--- src/rtl/mini_cpu.sv ---
// Multicycle 8-bit core: FETCH/EXEC/WB per instruction, 4 registers, small data memory.
// Write-back and store events are registered in EXEC and presented during the WB cycle.
module mini_cpu #(
  parameter int DMEM_DEPTH = 8
) (
  input  logic                          clk,
  input  logic                          clear,
  input  logic [7:0]                    instruction,
  output logic [7:0]                    address,
  output logic                          halted,
  output logic                          wb_valid,
  output logic [1:0]                    wb_reg,
  output logic [7:0]                    wb_data,
  output logic                          st_valid,
  output logic [$clog2(DMEM_DEPTH)-1:0] st_addr,
  output logic [7:0]                    st_data
);

  localparam int DATA_W = 8;
  localparam int AW     = $clog2(DMEM_DEPTH);

  typedef enum logic [1:0] {FETCH, EXEC, WB, HALT} state_t;

  state_t              state_q, state_d;
  logic [DATA_W-1:0]   pc_q, pc_d;
  logic [7:0]          ir_q, ir_d;
  logic                halted_q, halted_d;
  logic                wb_valid_q, wb_valid_d;
  logic [1:0]          wb_reg_q, wb_reg_d;
  logic [DATA_W-1:0]   wb_data_q, wb_data_d;
  logic                st_valid_q, st_valid_d;
  logic [AW-1:0]       st_addr_q, st_addr_d;
  logic [DATA_W-1:0]   st_data_q, st_data_d;
  logic [DATA_W-1:0]   rf_q [4];
  logic [DATA_W-1:0]   rf_d [4];
  logic [DATA_W-1:0]   mem_q [DMEM_DEPTH];
  logic [DATA_W-1:0]   mem_d [DMEM_DEPTH];

  logic [1:0]          op, rs, rt, rd;
  logic [DATA_W-1:0]   rs_val, rt_val;

  // Base register plus zero-extended immediate, 8-bit sum folded onto the memory size.
  function automatic logic [AW-1:0] eff_addr(input logic [DATA_W-1:0] base,
                                             input logic [1:0]        imm);
    logic [DATA_W-1:0] sum;
    sum = base + {{(DATA_W-2){1'b0}}, imm};
    return sum[AW-1:0];
  endfunction

  assign op     = ir_q[7:6];
  assign rs     = ir_q[5:4];
  assign rt     = ir_q[3:2];
  assign rd     = ir_q[1:0];
  assign rs_val = rf_q[rs];
  assign rt_val = rf_q[rt];

  always_comb begin
    state_d    = state_q;
    pc_d       = pc_q;
    ir_d       = ir_q;
    halted_d   = halted_q;
    wb_valid_d = 1'b0;
    wb_reg_d   = wb_reg_q;
    wb_data_d  = wb_data_q;
    st_valid_d = 1'b0;
    st_addr_d  = st_addr_q;
    st_data_d  = st_data_q;
    rf_d       = rf_q;
    mem_d      = mem_q;

    case (state_q)
      FETCH: begin
        ir_d    = instruction;
        state_d = EXEC;
      end
      EXEC: begin
        // Operands are captured here; the architectural write lands one cycle later.
        case (op)
          2'b00: begin
            wb_valid_d = 1'b1;
            wb_reg_d   = rd;
            wb_data_d  = rs_val + rt_val;
            state_d    = WB;
          end
          2'b01: begin
            wb_valid_d = 1'b1;
            wb_reg_d   = rt;
            wb_data_d  = mem_q[eff_addr(rs_val, rd)];
            state_d    = WB;
          end
          2'b10: begin
            st_valid_d = 1'b1;
            st_addr_d  = eff_addr(rs_val, rd);
            st_data_d  = rt_val;
            state_d    = WB;
          end
          default: begin
            halted_d = 1'b1;
            state_d  = HALT;
          end
        endcase
      end
      WB: begin
        if (wb_valid_q) rf_d[wb_reg_q] = wb_data_q;
        if (st_valid_q) mem_d[st_addr_q] = st_data_q;
        pc_d    = pc_q + 8'd1;
        state_d = FETCH;
      end
      default: begin
        state_d = HALT;
      end
    endcase
  end

  always_ff @(posedge clk or negedge clear) begin
    if (!clear) begin
      state_q    <= FETCH;
      pc_q       <= '0;
      ir_q       <= '0;
      halted_q   <= 1'b0;
      wb_valid_q <= 1'b0;
      wb_reg_q   <= '0;
      wb_data_q  <= '0;
      st_valid_q <= 1'b0;
      st_addr_q  <= '0;
      st_data_q  <= '0;
      for (int i = 0; i < 4; i++) rf_q[i] <= '0;
      for (int i = 0; i < DMEM_DEPTH; i++) mem_q[i] <= DATA_W'(i);
    end else begin
      state_q    <= state_d;
      pc_q       <= pc_d;
      ir_q       <= ir_d;
      halted_q   <= halted_d;
      wb_valid_q <= wb_valid_d;
      wb_reg_q   <= wb_reg_d;
      wb_data_q  <= wb_data_d;
      st_valid_q <= st_valid_d;
      st_addr_q  <= st_addr_d;
      st_data_q  <= st_data_d;
      rf_q       <= rf_d;
      mem_q      <= mem_d;
    end
  end

  assign address  = pc_q;
  assign halted   = halted_q;
  assign wb_valid = wb_valid_q;
  assign wb_reg   = wb_reg_q;
  assign wb_data  = wb_data_q;
  assign st_valid = st_valid_q;
  assign st_addr  = st_addr_q;
  assign st_data  = st_data_q;

endmodule

--- config.mk ---
export PLATFORM = sky130hd
export DESIGN_NAME = mini_cpu
export DESIGN_NICKNAME = d
export VERILOG_FILES = /design/src/rtl/mini_cpu.sv
export SDC_FILE = /design/constraint.sdc
export NUM_CORES = 1
export LEC_CHECK = 0
export CORE_UTILIZATION = 55
export DETAILED_ROUTE_END_ITERATION = 8
export DONT_BUFFER_PORTS = 1
export MAX_ROUTING_LAYER = met4
export PLACE_DENSITY = 0.7
export SYNTH_ARGS = -nofsm -noshare
export SYNTH_HDL_FRONTEND = slang
export SYNTH_SLANG_ARGS = --single-unit
--- constraint.sdc ---
create_clock -name clk -period 4.6 [get_ports clk]
set_clock_uncertainty 0.15 [all_clocks]
set_input_delay 1.15 -clock clk [delete_from_list [all_inputs] [get_ports clk]]
set_output_delay 1.15 -clock clk [all_outputs]
set_load 0.1 [all_outputs]
==> run_results.csv <==
group,metric,value,unit
power,largest_voltage_drop_on_the_vdd_net,531,uV
clock_tree,path_clk_slew,0.06,ns
drt,vias_per_cell,6.19,
global_route,initial_antenna_violation_count,0,
drt,detailroute.via_count,3709,
timing,report.final.setup_viol,0,
global_route,first_pass_grt_wire_length,22500,um
placement,hpwl,9150,um
clock_tree,clock_tree_from_tritoncts,"built",
timing,hold_ws,0.277,ns
timing,timing.final.max_slew_violations,0,
worst_setup_path,critPathKind,"reg2reg",
clock_tree,clock_tree.htree_level_count,4,
final_layout,layout.core_utilization,63.6,%
final_layout,largest_reg_flops,64,
timing,final.period_utilization,76.7,%
run,cap_violations,0,
timing,finalWorstPathRequiredPeriod,3.53,ns
final_layout,antenna-diode-count,0,
worst_setup_path,critical_path.endpoint_type,"flip-flop",
worst_setup_path,timing.critical_path.required,4.72,ns
min_path,worst_hold_path_type,"in2async",
clock_tree,cts-buffers-inserted,17,
clock_tree,worst_skew_pair.late_latency,0.42,ns
drt,wl_per_cell,22.5,um
logic_synthesis,postSynthCellCount,438,
worst_setup_path,timing.critical_path.slowest_stage_cell,"sky130_fd_sc_hd__ha_1",
floorplanning,initial_core_util,56.7,%
logic_synthesis,netlist_area,0.00650,sq mm
drt,post-route-drc-count,0,
timing,rsz0062_at_grt,"false",
timing,final.setup.tns,0,ns
run_status,status,"finished, final reports clean",
floorplanning,fp.coreArea,0.0115,sq mm
logic_synthesis,synthDistinctLibCells,40,
placement,gp_congestion,0.827,
clock_tree,post_cts_resize_count,0,
floorplanning,chipWidth,111,um
worst_setup_path,regToRegStartpoint,"ir_q[4]",
floorplanning,fp-row-count,39,
logic_synthesis,synth-seq-area-share,53.3,%
timing,hold_viol_final,0,
final_layout,finish.net_count,465,
final_layout,regMostFlops,"mem_q",
clock_tree,root_buffer,"sky130_fd_sc_hd__clkbuf_16",
drt,firstDrtPassIters,4,
global_route,grt-ovfl-total,0,
placement,buffers_added_on_ports,0,
clock_tree,setup_fix_buffers_added_after_clock_tree_synthesis,0,
worst_setup_path,critical_path.max_stage_delay,0.69,ns
logic_synthesis,synthesis.nets,459,
drt,drtIter0Drc,356,
logic_synthesis,post_synth.cell_area_avg,14.8,sq um
worst_setup_path,critPathLaunch,"ir_q[4]",
timing,relSlewSlack,22.8,%
power,power_per_cell_area,657,mW/mm^2
floorplanning,die_h,111,um
global_route,groute.usage.overall,25.1,%
worst_setup_path,crit_arrival,3.65,ns
logic_synthesis,yosys_warnings,0,
clock_tree,cts-hold-fix-buffers,0,
worst_setup_path,timing.critical_path.cells,"mux4_1, ha_1, buf_4, mux4_2, mux2i_1, nor2_1, a21oi_1, o21ai_1",
clock_tree,clockBufferDepth,2,
final_layout,reg_top3,"mem_q: 64 flops, rf_q: 32 flops",
final_layout,ratio_of_cells_with_drive_above_1_in_the_final_layout,41.9,%
drt,finalWirelength,13500,um
timing,timing.fmax,283,MHz
logic_synthesis,postSynthRegisterBits,138,
floorplanning,die_area,0.0123,sq mm
global_route,first_global_vias,3973,
power,power.static_leakage,3.39,nW
worst_setup_path,crit_path_max_fanout,10,
global_route,maximum_number_of_pins_on_one_net_before_global_route_repair,139,
clock_tree,cts.sink_count,138,
worst_setup_path,setup.worst_path.start_class,"flip-flop",
floorplanning,top_level_ports,42,
timing,worst_tran_pin_value,1.16,ns
power,power.total,4.79,mW
drt,antenna_left,0,
final_layout,areaGrowthSynthToFinish,12.1,%
## per-stage QoR
stage,setup slack [ns],instance area [sq um],instances
after floorplan,1.51,6500,438
after global placement,1.10,6640,568
after detailed placement,1.04,6640,568
after CTS,1.03,7290,599
after global routing,0.786,7290,599
final,1.07,7290,599
## critical path, delay by kind of cell, from the launching register on
family | cells | cell delay, ns
adder cells (fa/ha/maj) | 1 | 0.69
AO/OA/AOI/OAI | 2 | 0.20
buffers and inverters | 1 | 0.31
flip-flops | 1 | 0.62
AND/OR/NAND/NOR | 1 | 0.06
multiplexers | 3 | 1.35
## placed cells by master, fill, tap and decap left out, types with 5 or more instances in the layout
cell type and count:
sky130_fd_sc_hd__ha_1 9, sky130_fd_sc_hd__mux2i_1 8, sky130_fd_sc_hd__xnor2_1 9, sky130_fd_sc_hd__a21oi_1 11, sky130_fd_sc_hd__dfstp_2 12, sky130_fd_sc_hd__clkbuf_16 17
sky130_fd_sc_hd__nand2_1 20, sky130_fd_sc_hd__o21ai_1 6, sky130_fd_sc_hd__o21ai_0 8, sky130_fd_sc_hd__bufinv_16 5, sky130_fd_sc_hd__mux4_1 7, sky130_fd_sc_hd__mux2_2 113
sky130_fd_sc_hd__mux4_2 25, sky130_fd_sc_hd__inv_1 7, sky130_fd_sc_hd__buf_4 5, sky130_fd_sc_hd__nor2_1 13, sky130_fd_sc_hd__dfrtp_1 126
## logic make-up (layout without fill, tap and decap cells)
family,Yosys count,in the layout,share of synthesized area [%]
AOI/OAI and AO/OA,39,39,3.56
xor gates and xnor gates,14,14,2.17
adders and majority gates,11,11,2.35
buffers and inverters,25,43,1.65
DFF,138,138,53.3
muxes,153,153,32.3
and+or+nand+nor,58,58,4.66
## layer usage
metal / global-route usage, % / share of wire, % / wire length [um] / up-vias
met5: - / 0 / 0 / -
met4: 8.18 / 1.6 / 217 / 0
met3: 5.85 / 3.8 / 516 / 21
met2: 38.7 / 50 / 6720 / 76
met1: 33.2 / 45 / 6050 / 1972
li1: - / - / - / 1640
## Yosys cell counts, drive strengths merged
cell	n	area, sq um
o21ai	14	70.1
clkbuf	11	41.3
a21oi	11	55.1
mux2i	8	80.1
nor3	5	35.0
fa	2	40.0
o31ai	1	7.51
o21a	1	7.51
nand2	20	75.1
buf	7	40.0
mux4	32	747
dfstp	12	315
nand2b	2	12.5
inv	7	26.3
a211oi	2	15.0
nand3b	2	15.0
nor2	13	48.8
a2bb2oi	1	8.76
o22ai	2	12.5
mux2	113	1270
xor2	4	35.0
a21o	3	22.5
nor2b	3	18.8
o21bai	2	15.0
ha	9	113
dfrtp	126	3150
xnor2	10	106
nor3b	3	37.5
a31o	1	8.76
nand3	4	20.0
and3	3	18.8
o221ai	1	8.76
nand4	2	12.5
and4	1	8.76
## final cells by class
class / instances / area, sq um
inverter: 7 / 26.3
tap: 143 / 179
fill: 832 / 4180
timing repair buffer: 5 / 37.5
clock buffer: 23 / 488
multi-input combinational: 275 / 2930
clock inverter: 8 / 165
sequential: 138 / 3470
## worst paths after layout
check | to | slack (ns) | depth (start not counted)
hold reg to reg | state_q[1] | 0.28 | 0
setup reg to reg | wb_data[0] | 1.07 | 8
min in group clk | state_q[1] | 0.28 | 0
max in group asynchronous | mem_q[48] | 3.76 | 0
setup / recovery | wb_data[0] | 1.07 | 8
hold / removal | rf_q[14] | 0.28 | 0
## where the power goes
part	switching [mW]	internal (mW)
clock	0.488	1.01
combinational	0.468	0.492
sequential	0.930	1.40
total	1.89	2.91
Power figures use the tool's default switching activity.
